==> config.mk <==
export PLATFORM = sky130hd
export DESIGN_NAME = multi_cycle_control_unit
export DESIGN_NICKNAME = d
export VERILOG_FILES = /design/src/rtl/ctrl_pkg.sv /design/src/rtl/ctrl_word_decode.sv /design/src/rtl/multi_cycle_control_unit.sv
export SDC_FILE = /design/constraint.sdc
export NUM_CORES = 1
export LEC_CHECK = 0
export BUFFER_PORTS_ARGS = -buffer_cell sky130_fd_sc_hd__buf_2
export CAP_MARGIN = 0
export CORE_MARGIN = 4
export CORE_UTILIZATION = 32
export CTS_BUF_LIST = sky130_fd_sc_hd__clkbuf_8 sky130_fd_sc_hd__clkbuf_16
export DETAILED_ROUTE_END_ITERATION = 8
export SYNTH_ARGS = -nofsm -noshare
export SYNTH_HDL_FRONTEND = slang
export SYNTH_SLANG_ARGS = --single-unit
export TNS_END_PERCENT = 20
==> constraint.sdc <==
create_clock -name clk -period 2.46 [get_ports clk]
set_input_delay 0.123 -clock clk [delete_from_list [all_inputs] [get_ports clk]]
set_output_delay 0.123 -clock clk [all_outputs]
set_load 0.05 [all_outputs]
==> src/rtl/ctrl_pkg.sv <==
// ctrl_pkg: state enum, opcode/ALUOp/PCSource/ALUSrcB codes, control-word struct and DECODE dispatch for multi_cycle_control_unit
package ctrl_pkg;
  typedef enum logic [3:0] {
    IDLE, FETCH, DECODE, MEM_ADDR, MEM_RD, MEM_WB, MEM_WR,
    R_EXEC, R_WB, IMM_EXEC, IMM_WB, BRANCH, JUMP, TRAP
  } state_t;
  localparam logic [5:0] OP_RTYPE = 6'b000000;
  localparam logic [5:0] OP_LW    = 6'b100011;
  localparam logic [5:0] OP_SW    = 6'b101011;
  localparam logic [5:0] OP_BEQ   = 6'b000100;
  localparam logic [5:0] OP_BNE   = 6'b000101;
  localparam logic [5:0] OP_J     = 6'b000010;
  localparam logic [5:0] OP_ADDI  = 6'b001000;
  localparam logic [5:0] OP_ANDI  = 6'b001100;
  localparam logic [5:0] OP_ORI   = 6'b001101;
  localparam logic [2:0] ALU_ADD   = 3'b000;
  localparam logic [2:0] ALU_SUB   = 3'b001;
  localparam logic [2:0] ALU_FUNCT = 3'b010;
  localparam logic [2:0] ALU_AND   = 3'b011;
  localparam logic [2:0] ALU_OR    = 3'b100;
  localparam logic [1:0] PC_ALU    = 2'b00;
  localparam logic [1:0] PC_ALUOUT = 2'b01;
  localparam logic [1:0] PC_JUMP   = 2'b10;
  localparam logic [1:0] SRCB_B      = 2'b00;
  localparam logic [1:0] SRCB_4      = 2'b01;
  localparam logic [1:0] SRCB_IMM    = 2'b10;
  localparam logic [1:0] SRCB_IMM_SH = 2'b11;
  typedef struct packed {
    logic       pc_write;
    logic       pc_write_cond;
    logic       pc_write_cond_ne;
    logic       iord;
    logic       mem_read;
    logic       mem_write;
    logic       mem_to_reg;
    logic       ir_write;
    logic       alu_src_a;
    logic       reg_write;
    logic       reg_dst;
    logic [1:0] pc_source;
    logic [1:0] alu_src_b;
    logic [2:0] alu_op;
  } ctrl_t;
  function automatic state_t dispatch(input logic [5:0] op);
    return op inside {OP_LW, OP_SW} ? MEM_ADDR :
           op == OP_RTYPE ? R_EXEC :
           op inside {OP_ADDI, OP_ANDI, OP_ORI} ? IMM_EXEC :
           op inside {OP_BEQ, OP_BNE} ? BRANCH :
           op == OP_J ? JUMP : TRAP;
  endfunction
endpackage

==> src/rtl/ctrl_word_decode.sv <==
// ctrl_word_decode: combinational (state, latched opcode, mem_ready) -> datapath control word
module ctrl_word_decode
  import ctrl_pkg::*;
(
  input  state_t     state,
  input  logic [5:0] opcode,
  input  logic       mem_ready,
  output ctrl_t      cw
);
  always_comb begin
    cw = '0;
    case (state)
      FETCH: begin
        cw.mem_read  = 1'b1;
        cw.alu_src_b = SRCB_4;
        cw.ir_write  = mem_ready;
        cw.pc_write  = mem_ready;
      end
      DECODE: cw.alu_src_b = SRCB_IMM_SH;
      MEM_ADDR: begin
        cw.alu_src_a = 1'b1;
        cw.alu_src_b = SRCB_IMM;
      end
      MEM_RD: begin
        cw.mem_read = 1'b1;
        cw.iord     = 1'b1;
      end
      MEM_WB: begin
        cw.reg_write  = 1'b1;
        cw.mem_to_reg = 1'b1;
      end
      MEM_WR: begin
        cw.mem_write = 1'b1;
        cw.iord      = 1'b1;
      end
      R_EXEC: begin
        cw.alu_src_a = 1'b1;
        cw.alu_op    = ALU_FUNCT;
      end
      R_WB: begin
        cw.reg_write = 1'b1;
        cw.reg_dst   = 1'b1;
      end
      IMM_EXEC: begin
        cw.alu_src_a = 1'b1;
        cw.alu_src_b = SRCB_IMM;
        cw.alu_op    = opcode == OP_ANDI ? ALU_AND : opcode == OP_ORI ? ALU_OR : ALU_ADD;
      end
      IMM_WB: cw.reg_write = 1'b1;
      BRANCH: begin
        cw.alu_src_a        = 1'b1;
        cw.alu_op           = ALU_SUB;
        cw.pc_source        = PC_ALUOUT;
        cw.pc_write_cond    = opcode == OP_BEQ;
        cw.pc_write_cond_ne = opcode == OP_BNE;
      end
      JUMP: begin
        cw.pc_write  = 1'b1;
        cw.pc_source = PC_JUMP;
      end
      default: ;
    endcase
  end
endmodule

==> src/rtl/multi_cycle_control_unit.sv <==
// multi_cycle_control_unit: multi-cycle MIPS control FSM; in clk/reset/Opcode/mem_ready, out datapath controls, illegal_op/bus_error/instr_done pulses, retired count
module multi_cycle_control_unit
  import ctrl_pkg::*;
#(
  parameter int TIMEOUT_CYCLES = 15,
  parameter int CNT_W          = 32
) (
  input  logic             clk,
  input  logic             reset,
  input  logic [5:0]       Opcode,
  input  logic             mem_ready,
  output logic             PCWrite,
  output logic             PCWriteCond,
  output logic             PCWriteCondNe,
  output logic             IorD,
  output logic             MemRead,
  output logic             MemWrite,
  output logic             MemtoReg,
  output logic             IRWrite,
  output logic             ALUSrcA,
  output logic             RegWrite,
  output logic             RegDst,
  output logic [1:0]       PCSource,
  output logic [1:0]       ALUSrcB,
  output logic [2:0]       ALUOp,
  output logic             illegal_op,
  output logic             bus_error,
  output logic             instr_done,
  output logic [CNT_W-1:0] retired
);
  state_t state, state_nx;
  logic [5:0] opc;
  logic [7:0] wcnt;
  logic waiting, timeout;
  ctrl_t cw;
  ctrl_word_decode u_dec (.state(state), .opcode(opc), .mem_ready(mem_ready), .cw(cw));
  assign {PCWrite, PCWriteCond, PCWriteCondNe, IorD, MemRead, MemWrite, MemtoReg,
          IRWrite, ALUSrcA, RegWrite, RegDst, PCSource, ALUSrcB, ALUOp} = cw;
  assign waiting    = state inside {FETCH, MEM_RD, MEM_WR};
  assign timeout    = waiting && !mem_ready && wcnt == 8'(TIMEOUT_CYCLES);
  assign bus_error  = timeout;
  assign illegal_op = state == TRAP;
  assign instr_done = state inside {MEM_WB, R_WB, IMM_WB, BRANCH, JUMP} || (state == MEM_WR && mem_ready);
  always_comb begin
    state_nx = FETCH;
    case (state)
      FETCH:    state_nx = mem_ready ? DECODE : FETCH;
      DECODE:   state_nx = dispatch(Opcode);
      MEM_ADDR: state_nx = opc == OP_LW ? MEM_RD : MEM_WR;
      MEM_RD:   state_nx = mem_ready ? MEM_WB : timeout ? FETCH : MEM_RD;
      MEM_WR:   state_nx = mem_ready || timeout ? FETCH : MEM_WR;
      R_EXEC:   state_nx = R_WB;
      IMM_EXEC: state_nx = IMM_WB;
      default:  state_nx = FETCH;
    endcase
  end
  // every exit from a waiting state goes through ready or timeout, so the counter is zero on entry
  always_ff @(posedge clk or posedge reset) begin
    if (reset) begin
      state   <= IDLE;
      opc     <= '0;
      wcnt    <= '0;
      retired <= '0;
    end else begin
      state <= state_nx;
      if (state == DECODE) opc <= Opcode;
      wcnt <= waiting && !mem_ready && !timeout ? wcnt + 8'd1 : 8'd0;
      if (instr_done) retired <= retired + 1'b1;
    end
  end
endmodule

==> reports/results.txt <==
Final Hold Violating Endpoints = 0
initial drt markers = 71
synthesis warning total = 0
RSZ-0062 raised after global routing = false
footprint of the multi-input gates = 1460 µm²
sequential share of power = 39.4%
post-synth top area cell = dfrtp_1
# IOs = 62
first-pass GRT wire length = 11000 µm
sw frac = 48.0%
startpoint types = register
pin count of the biggest net entering global routing = 24
max incr delay on CP = 0.55 ns
crit path time final = 2.25 ns
Worst Clk Skew = 0.00714 ns
Reg area = 1250 µm²
CP max FO = 15
top post-synthesis cells by area = dfrtp_1, xnor2_1, nand4_1
Longest Clk Path Bufs = 2
per-cell routed wire length = 14.8 µm
Resized cells post-CTS = 0
remaining antenna violation count = 0
root buf cell = clkbuf_8
fin crit share = 91.6%
Hold WC Path Type = in2reg
crit-path cells = or3b_1 > a2111oi_4 > buf_2
relative slew slack = 63.6%
Worst-path clk slew = 0.09 ns
delay-heaviest family, CP = flip-flops
Reg-to-Reg Start = state[1]$_DFF_PP0_
crit path DAT = 2.13 ns
Most used DFF post-synth = dfrtp_1
Core Region = 8260 µm²
P&R area growth vs syn = 20.2%
post-synth top area share = 45.9%
H-tree depth = 2
clock sink count = 50
Crit Path Category = reg2out
Int Pwr = 1.54 mW
GP Congestion = 0.804
average via count per standard cell = 5.11
Rows = 33
critical path endpoint = bus_error
die area = 10100 µm²
flop2flop setup slack = 0.38 ns
Max Transition Viols Final = 0
CTS tree = yes
Final Instance Area = 3280 µm²
Clock power frac = 15.6%
Mapped Cells = 272
starting density of the core = 33.0%
port bufs = 61
most frequent cell after synthesis = dfrtp_1
Vias = 2267
Inserted Clock Buffers = 5
CP Capture Type = output pin
combinational cell fraction of total power = 45.0%
Seq/Total Area, Yosys = 45.9%
r2r endpoint = retired[29]$_DFFE_PP0P_
post-layout net count = 350
Synth top cells by count = dfrtp_1, xnor2_1, nor2_1, nand2_1, nand3_1
worst vdd ir = 556 µV
Max Fclk = 444 MHz
flops & latches, synth = 50
syn_area_per_cell = 10.0 µm²
Worst path depth = 3
power per cell area = 904 nW/µm²
cell area after synthesis = 2730 µm²
slowest CP cell = dfrtp_1
WP data required = 2.34 ns
P_leak = 1.42 nW
Total Routing Usage GR = 13.5%
placed inst area = 3190 µm²
Tightest Pin Transition = 0.546 ns
DP HPWL = 5010 µm
fraction of layout instances using a drive strength above 1 = 28.6%
vias in the first global route = 2181
final-layout fill cell count = 876
DR DRC count = 0
Final Setup Violations = 0
n_diodes = 0
number of buffer and inverter stages on the critical path = 1
Reg2Reg Depth = 5
Setup Fix Bufs, Post-CTS = 0
Post-synth EDFFs = 0
Post-Route WL = 6590 µm
die width = 100 µm
status = completed
Die Ht = 100 µm
drt first pass iters = 4
Psw = 1.42 mW
Distinct cells, synth = 51
clk_lat worst skew = 0.30 ns
initial antenna violation count = 0
grt ovf = 0
Worst setup startpoint = state[2]$_DFF_PP0_
Setup TNS = 0 ns
asr flop ratio synth = 100%
syn nets = 283
maxcap violations = 0
[worst min-delay path by stage]
stage                     startpoint                  to  cells past startpoint  slack [ns]
final                      Opcode[3]  opc[3]$_DFFE_PP0P_                      2        0.11
after global placement         reset   wcnt[3]$_DFF_PP0_                      2        0.03
after detailed placement       reset   wcnt[3]$_DFF_PP0_                      2        0.03
after global routing       Opcode[0]  opc[0]$_DFFE_PP0P_                      2        0.11
after CTS                  Opcode[3]  opc[3]$_DFFE_PP0P_                      2        0.10
after floorplan            Opcode[0]  opc[0]$_DFFE_PP0P_                      1        0.27
[per-stage QoR]
step                      setup WS (ns)  power (mW)  hold slack [ns]  util (%)  cells
after floorplan                 -0.0456        2.20            0.275         -    272
after global placement            0.496        2.50           0.0295      38.6    436
after detailed placement          0.393        2.52           0.0320      38.6    436
after CTS                         0.185        2.99            0.100      39.7    444
after global routing             0.0920        3.16            0.110      39.7    444
final                             0.207        2.96            0.111      39.7    444
[cell families (layout without fill, tap and decap cells)]
family                   count (synthesis)  count (layout)  share of synthesized area, %
buffers and inverters                   10              77                          1.38
adder cells (fa/ha/maj)                  2               2                         0.917
AO/OA/AOI/OAI                           33              33                          10.3
AND/OR/NAND/NOR                        133             133                          26.8
XOR/XNOR                                37              37                          11.9
flip-flops                              50              50                          45.9
multiplexers                             7               7                          2.89
[what timing repair did]
action,CTS,global route
hold endpoints to repair,6,0
hold buffers,1,0
setup endpoints to repair,0,0
[power by group through the flow]
stage / Sequential [mW] / Clock, mW / Combinational, mW
2_1_floorplan: 1.26 / 0 / 0.941
3_3_place_gp: 1.17 / 0 / 1.32
3_5_place_dp: 1.19 / 0 / 1.34
4_1_cts: 1.17 / 0.481 / 1.34
5_1_grt: 1.20 / 0.516 / 1.44
6_report: 1.17 / 0.463 / 1.33
[layout by cell type, fill, tap and decap left out, types with 2 or more instances in the layout]
master and instances:
a2111oi_4 2, a21boi_0 2, a21o_1 2, a21oi_1 7, and2_1 3, and3_1 12
buf_2 61, buf_4 3, clkbuf_8 5, clkinv_2 2, dfrtp_1 50, ha_1 2
inv_1 4, mux2_2 7, nand2_1 20, nand2b_1 7, nand3_1 19, nand4_1 16
nor2_1 24, nor2b_1 2, nor3_1 7, nor4_1 3, o21ai_0 5, o22ai_1 2
o31ai_1 2, or2_2 3, xnor2_1 26, xor2_1 11
[worst register-to-register path: stages (launching register included)]
cell,delay [ns]
dfrtp_1,0.63
or2b_2,0.27
nand3_1,0.22
a21oi_2,0.49
nand4_1,0.19
xnor2_1,0.16
[routing by layer]
| layer | part of all wire (%) | routed length (µm) | vias up | track usage, % |
|---|---|---|---|---|
| met5 | 0 | 0 | - | 0 |
| met4 | 0.87 | 57 | 0 | 3.73 |
| met2 | 45 | 2950 | 62 | 20.5 |
| met3 | 5.6 | 370 | 4 | 2.78 |
| li1 | - | - | 1108 | - |
| met1 | 49 | 3210 | 1093 | 19.5 |
[state kept, by name (all words and copies together) (netlist names)]
name	count
wcnt	8
opc	6
retired	32
state	4
[layout make-up]
class,instances,area share [%]
clock buffer,5,2.10
clock inverter,2,0.305
inverter,5,0.572
multi-input combinational,212,44.6
sequential,50,38.2
tap,105,4.01
timing repair buffer,65,10.3
No activity file was read; power rests on OpenSTA's default activity.
